==> src/rtl/riscv_dmem_arbiter_pkg.sv <==
// Shared types and constants for the data-memory arbiter.
package riscv_dmem_arbiter_pkg;

   // Default data/address width of the core.
   localparam int unsigned DMEM_XLEN = 32;

   // Width of the external-port starvation counter.
   localparam int unsigned WAIT_W = 4;

   // Arbitration FSM states.
   typedef enum logic [1:0] {
      ARB_IDLE     = 2'd0,
      ARB_CPU      = 2'd1,
      ARB_EXT      = 2'd2,
      ARB_EXT_LOCK = 2'd3
   } arb_state_e;

   // A granted access launches a read response only when it is a load.
   function automatic logic rd_launch(input logic gnt, input logic wr_en);
      return gnt & ~wr_en;
   endfunction

endpackage

==> src/rtl/riscv_dmem_arbiter_reg.sv <==
// Data register with load enable and asynchronous active-low clear.
module riscv_dmem_arbiter_reg #(
   parameter int unsigned WIDTH = 32
) (
   input  logic             i_clk,
   input  logic             i_rstn,
   input  logic             i_en,
   input  logic [WIDTH-1:0] i_d,
   output logic [WIDTH-1:0] o_q
);

   logic [WIDTH-1:0] data_d, data_q;

   // Hold the current value unless a new word is being loaded.
   always_comb begin
      data_d = data_q;
      if (i_en) data_d = i_d;
   end

   // Storage; cleared asynchronously.
   always_ff @(posedge i_clk or negedge i_rstn) begin
      if (!i_rstn) data_q <= '0;
      else         data_q <= data_d;
   end

   assign o_q = data_q;

endmodule

==> src/rtl/riscv_dmem_arbiter.sv <==
// Two-port data-memory arbiter: CPU-first priority with a starvation bound for the
// external master, locked bursts, and one-cycle registered read responses.
module riscv_dmem_arbiter
   import riscv_dmem_arbiter_pkg::*;
#(
   parameter int unsigned XLEN         = DMEM_XLEN,
   parameter int unsigned STARVE_LIMIT = 4
) (
   input  logic            i_clk,
   input  logic            i_rstn,
   // CPU load/store port
   input  logic            i_cpu_req,
   input  logic            i_cpu_wr_en,
   input  logic [XLEN-1:0] i_cpu_addr,
   input  logic [3:0]      i_cpu_byte_sel,
   input  logic [XLEN-1:0] i_cpu_wr_data,
   output logic            o_cpu_gnt,
   output logic            o_cpu_stall,
   output logic [XLEN-1:0] o_cpu_rd_data,
   output logic            o_cpu_rd_valid,
   // External master port
   input  logic            i_ext_req,
   input  logic            i_ext_wr_en,
   input  logic [XLEN-1:0] i_ext_addr,
   input  logic [3:0]      i_ext_byte_sel,
   input  logic [XLEN-1:0] i_ext_wr_data,
   input  logic            i_ext_lock,
   output logic            o_ext_gnt,
   output logic [XLEN-1:0] o_ext_rd_data,
   output logic            o_ext_rd_valid,
   // Data memory
   output logic [XLEN-1:0] o_mem_addr,
   output logic            o_mem_wr_en,
   output logic [3:0]      o_mem_byte_sel,
   output logic [XLEN-1:0] o_mem_wr_data,
   input  logic [XLEN-1:0] i_mem_rd_data
);

   localparam logic [WAIT_W-1:0] StarveLim = WAIT_W'(STARVE_LIMIT);

   arb_state_e        state_d, state_q;
   logic [WAIT_W-1:0] wait_cnt_d, wait_cnt_q;
   logic              cpu_rd_valid_d, cpu_rd_valid_q;
   logic              ext_rd_valid_d, ext_rd_valid_q;
   logic              cpu_gnt, ext_gnt;
   logic              cpu_rd_en, ext_rd_en;

   // Grant decision and next state; a held lock bypasses normal arbitration.
   always_comb begin
      cpu_gnt = 1'b0;
      ext_gnt = 1'b0;
      state_d = ARB_IDLE;

      if (state_q == ARB_EXT_LOCK && i_ext_lock) begin
         ext_gnt = i_ext_req;
      end else if (i_cpu_req && i_ext_req) begin
         if (wait_cnt_q == StarveLim) ext_gnt = 1'b1;
         else                         cpu_gnt = 1'b1;
      end else if (i_cpu_req) begin
         cpu_gnt = 1'b1;
      end else if (i_ext_req) begin
         ext_gnt = 1'b1;
      end

      if (ext_gnt) begin
         state_d = i_ext_lock ? ARB_EXT_LOCK : ARB_EXT;
      end else if (cpu_gnt) begin
         state_d = ARB_CPU;
      end else if (state_q == ARB_EXT_LOCK && i_ext_lock) begin
         // Request gap inside a locked burst keeps ownership.
         state_d = ARB_EXT_LOCK;
      end
   end

   // Starvation counter: counts denied external cycles, saturating at the limit.
   always_comb begin
      wait_cnt_d = wait_cnt_q;
      if (!i_ext_req || ext_gnt) begin
         wait_cnt_d = '0;
      end else if (wait_cnt_q < StarveLim) begin
         wait_cnt_d = wait_cnt_q + 1'b1;
      end
   end

   // Read-response launch for each port.
   always_comb begin
      cpu_rd_en      = rd_launch(cpu_gnt, i_cpu_wr_en);
      ext_rd_en      = rd_launch(ext_gnt, i_ext_wr_en);
      cpu_rd_valid_d = cpu_rd_en;
      ext_rd_valid_d = ext_rd_en;
   end

   // Memory mux: the granted port drives the memory; idle bus is quiet.
   always_comb begin
      o_mem_addr     = '0;
      o_mem_wr_en    = 1'b0;
      o_mem_byte_sel = 4'b0000;
      o_mem_wr_data  = '0;
      if (ext_gnt) begin
         o_mem_addr     = i_ext_addr;
         o_mem_wr_en    = i_ext_wr_en;
         o_mem_byte_sel = i_ext_byte_sel;
         o_mem_wr_data  = i_ext_wr_data;
      end else if (cpu_gnt) begin
         o_mem_addr     = i_cpu_addr;
         o_mem_wr_en    = i_cpu_wr_en;
         o_mem_byte_sel = i_cpu_byte_sel;
         o_mem_wr_data  = i_cpu_wr_data;
      end
   end

   // FSM state, starvation counter and response-valid flags.
   always_ff @(posedge i_clk or negedge i_rstn) begin
      if (!i_rstn) begin
         state_q        <= ARB_IDLE;
         wait_cnt_q     <= '0;
         cpu_rd_valid_q <= 1'b0;
         ext_rd_valid_q <= 1'b0;
      end else begin
         state_q        <= state_d;
         wait_cnt_q     <= wait_cnt_d;
         cpu_rd_valid_q <= cpu_rd_valid_d;
         ext_rd_valid_q <= ext_rd_valid_d;
      end
   end

   riscv_dmem_arbiter_reg #(
      .WIDTH (XLEN)
   ) u_cpu_rd_data (
      .i_clk  (i_clk),
      .i_rstn (i_rstn),
      .i_en   (cpu_rd_en),
      .i_d    (i_mem_rd_data),
      .o_q    (o_cpu_rd_data)
   );

   riscv_dmem_arbiter_reg #(
      .WIDTH (XLEN)
   ) u_ext_rd_data (
      .i_clk  (i_clk),
      .i_rstn (i_rstn),
      .i_en   (ext_rd_en),
      .i_d    (i_mem_rd_data),
      .o_q    (o_ext_rd_data)
   );

   assign o_cpu_gnt      = cpu_gnt;
   assign o_ext_gnt      = ext_gnt;
   assign o_cpu_stall    = i_cpu_req & ~cpu_gnt;
   assign o_cpu_rd_valid = cpu_rd_valid_q;
   assign o_ext_rd_valid = ext_rd_valid_q;

endmodule
==> config.mk <==
export PLATFORM = sky130hd
export DESIGN_NAME = riscv_dmem_arbiter
export DESIGN_NICKNAME = d
export VERILOG_FILES = /design/src/rtl/riscv_dmem_arbiter_pkg.sv /design/src/rtl/riscv_dmem_arbiter_reg.sv /design/src/rtl/riscv_dmem_arbiter.sv
export SDC_FILE = /design/constraint.sdc
export NUM_CORES = 1
export LEC_CHECK = 0
export BUFFER_PORTS_ARGS = -buffer_cell sky130_fd_sc_hd__buf_2
export CAP_MARGIN = 5
export CORE_AREA = 2 2 121 123
export DETAILED_ROUTE_END_ITERATION = 10
export DIE_AREA = 0 0 123 125
export PLACE_DENSITY = 0.54
export RECOVER_POWER = 50
export SLEW_MARGIN = 30
export SYNTH_ARGS = -nofsm -noshare
export SYNTH_HDL_FRONTEND = slang
export SYNTH_SLANG_ARGS = --single-unit
export TNS_END_PERCENT = 5
==> constraint.sdc <==
create_clock -name i_clk -period 2.1 [get_ports i_clk]
set_clock_uncertainty 0.05 [all_clocks]
set_input_delay 0.21 -clock i_clk [delete_from_list [all_inputs] [get_ports i_clk]]
set_output_delay 0.21 -clock i_clk [all_outputs]
set_load 0.005 [all_outputs]
==> qor.json <==
{
  "violations": "negative setup slack",
  "totalWireLength_um": 15300,
  "slew_viol_final": 0,
  "critical_path.top_delay_family": "buffers and inverters",
  "pre_antenna_drt_iters": 4,
  "vias": 3691,
  "setup-tns-final_ps": -5800,
  "grt_pass1_wl_um": 21000,
  "syn-cell-area_mm2": 0.00347,
  "antenna_violations_before_repair": 3,
  "report.final.hold_viol_count": 0,
  "cp_class": "register to primary output",
  "path_cells": "inv_2 -> ha_4 -> buf_6 -> nand4b_1 -> and3_4 -> clkbuf_16 -> a22o_1 -> buf_2",
  "timing.critical_path.required_ps": 1840,
  "holdWs_ps": 63.1,
  "grt_pass1_vias": 3679,
  "setup_viol": 69,
  "worst_path_largest_cell_delay_ps": 380,
  "syn_area_per_cell_um2": 13.4,
  "place_area_mm2": 0.00527,
  "port-buffer-count": 312,
  "synth_sequential_area_ratio_pct": 51.9,
  "clk_pin_slew_worst_paths_ps": 50,
  "wl_per_cell_um": 19.7,
  "endpoint_kind": "primary output",
  "leakagePower_nw": 3.13,
  "fp.dieArea_mm2": 0.0154,
  "netlist-cell-type-count": 27,
  "fin_total_pwr_mw": 4.49,
  "detail_route.vias_per_cell": 4.75,
  "final_wtd_congestion": 0.900,
  "finalWorstPathRequiredPeriod_ps": 2210,
  "clkSinkCount": 72,
  "post_route_core_utilization_pct": 42.0,
  "placement_rows": 44,
  "floorplan.initialDensity_pct": 24.4,
  "setup.worst_path.start_class": "register",
  "vdd.ir_drop.worst_mv": 0.516,
  "insertion_delay_ps": 320,
  "critPathCapture": "o_mem_addr[22]",
  "cp_max_stage_cell": "dfrtp_1",
  "track_usage_pct": 18.1,
  "syn2layout_area_growth_pct": 72.0,
  "timing.final.ws_setup_ps": -113,
  "place_hpwl_um": 11100,
  "r2r-end": "u_ext_rd_data.o_q[12]",
  "ios": 313,
  "power-per-cell-area_mw_per_mm2": 752,
  "reg2reg_slack_ps": 90,
  "layout.cells.most_common_list": "buf_2, dfrtp_1, a22o_1",
  "final_net_count": 765,
  "die_h_um": 125,
  "grt_start_max_net_pins": 73,
  "first_iter_violations": 166,
  "ant_nets": 0,
  "slew_headroom_pct": 36.6,
  "core_area_mm2": 0.0142,
  "worst_setup_path_startpoint": "wait_cnt_q[1]",
  "hold_path.class": "input port to register",
  "synthCells": 259,
  "drc_violation_count_after_routing": 0,
  "max_cap_viol_count": 0,
  "layout-drive-gt1-share_pct": 69.1,
  "htree_num_levels": 3,
  "timing.critical_path.depth": 8,
  "synth_seq_cells": 72,
  "clock_tree.root_cell": "clkbuf_16",
  "final.period_utilization_pct": 105,
  "grt_setup_unrepaired": "yes",
  "max_frequency_ghz": 0.452,
  "r2r-start": "wait_cnt_q[1]",
  "critical_path.max_fanout": 13,
  "cts-buffers-inserted": 9,
  "run_status": "complete, but fails checks",
  "yosys.area.top_type_share_pct": 51.9,
  "synthTopCellsByArea": "dfrtp_1, mux2_2, a22o_1",
  "dieWidth_um": 123,
  "diodes": 0,
  "synth_nets": 436,
  "worst_slew_pin_slew_ps": 950,
  "critical_path.n_buffers_inverters": 4,
  "yosys_warnings": 0,
  "leading_area_contributor_after_synthesis": "dfrtp_1",
  "layout_commonest_cell": "buf_2",
  "layout.cell_area.non_filler_mm2": 0.00597,
  "timing.reg2reg.worst_path_depth": 7,
  "cts.path.max_buffers": 2,
  "overflow": 0,
  "cts_tree": "done",
  "crit_arrival_ps": 1950
}
[registers in the layout (all words and copies together) (netlist names)]
signal	cells
o_cpu_rd_valid	1
o_ext_rd_valid	1
state_q	2
u_cpu_rd_data.o_q	32
u_ext_rd_data.o_q	32
wait_cnt_q	4
[power breakdown]
group          total [mW]  internal [mW]  switching (mW)
Sequential           1.75           1.63           0.118
Combinational        1.27          0.729           0.538
Clock                1.47          0.919           0.552
Total                4.49           3.28            1.21
[cells by family (layout without fill, tap and decap cells)]
kind of cell	Yosys count	after routing	synth area share, %
muxes	65	65	21.1
buffers and inverters	29	363	4.44
AOI/OAI and AO/OA	77	77	19.4
DFF	72	72	51.9
adders and majority gates	2	2	0.721
and+or+nand+nor	13	13	2.16
xor gates and xnor gates	1	1	0.252
[cells in the mapped netlist, drive strengths merged]
cell / instances
xnor2: 1
nand3b: 1
nor2: 3
buf: 21
inv: 7
ha: 2
a22o: 69
nand2: 1
clkbuf: 1
o211ai: 1
nand4b: 1
dfrtp: 72
a31oi: 1
a211oi: 1
a21oi: 2
nor3: 2
nand4: 1
mux2: 64
and3: 2
a21boi: 1
nand3: 2
a311oi: 1
o21ai: 1
mux2i: 1
[final cells by class]
cell class                      count  area (um2)
Timing Repair Buffer              340        2070
Clock buffer                       11         233
Tap cell                          184         230
Sequential cell                    72        1800
Multi-Input combinational cell    158        1550
Inverter                            7        26.3
Fill cell                        1412        8240
Clock inverter                      5        56.3
[per-layer routing]
layer / global-route usage, % / vias to the layer above / part of all wire [%]
li1: - / 1657 / -
met1: 21.6 / 1803 / 38
met2: 30.5 / 204 / 50
met3: 6.07 / 23 / 10
met4: 5.95 / 4 / 2.0
met5: 0 / - / 0.22
[metrics by stage]
stage | setup WS, ps | cells
2_1_floorplan | 223 | 259
3_3_place_gp | 95.3 | 740
3_5_place_dp | 50.0 | 740
4_1_cts | -158 | 770
5_1_grt | -205 | 777
6_report | -113 | 777
[worst reg2reg max path: stages, from the launching register on]
cell and delay (ps):
dfrtp_1 380, inv_2 80, ha_4 140, nand3b_1 140, buf_4 180, a311oi_4 290, buf_12 250, mux2_2 390
[how the worst min path moves through the flow]
stage,from,to,slack (ps),depth (start not counted)
2_1_floorplan,i_rstn,o_cpu_rd_valid,-140,0
3_3_place_gp,i_rstn,u_ext_rd_data.o_q[22],210,2
3_5_place_dp,i_rstn,u_cpu_rd_data.o_q[27],210,2
4_1_cts,i_mem_rd_data[2],u_ext_rd_data.o_q[2],50,2
5_1_grt,i_mem_rd_data[2],u_ext_rd_data.o_q[2],50,2
6_report,i_mem_rd_data[2],u_ext_rd_data.o_q[2],60,2
[repair_timing]
action / CTS / global route
cloned: 5 / 5
gates resized for setup: 15 / 8
setup buffers: 8 / 3
endpoints found under the hold margin: 72 / 0
endpoints found under the setup margin: 70 / 102
hold buffers: 1 / 0
pin swaps: 49 / 14
No activity file was read; power rests on OpenSTA's default activity.
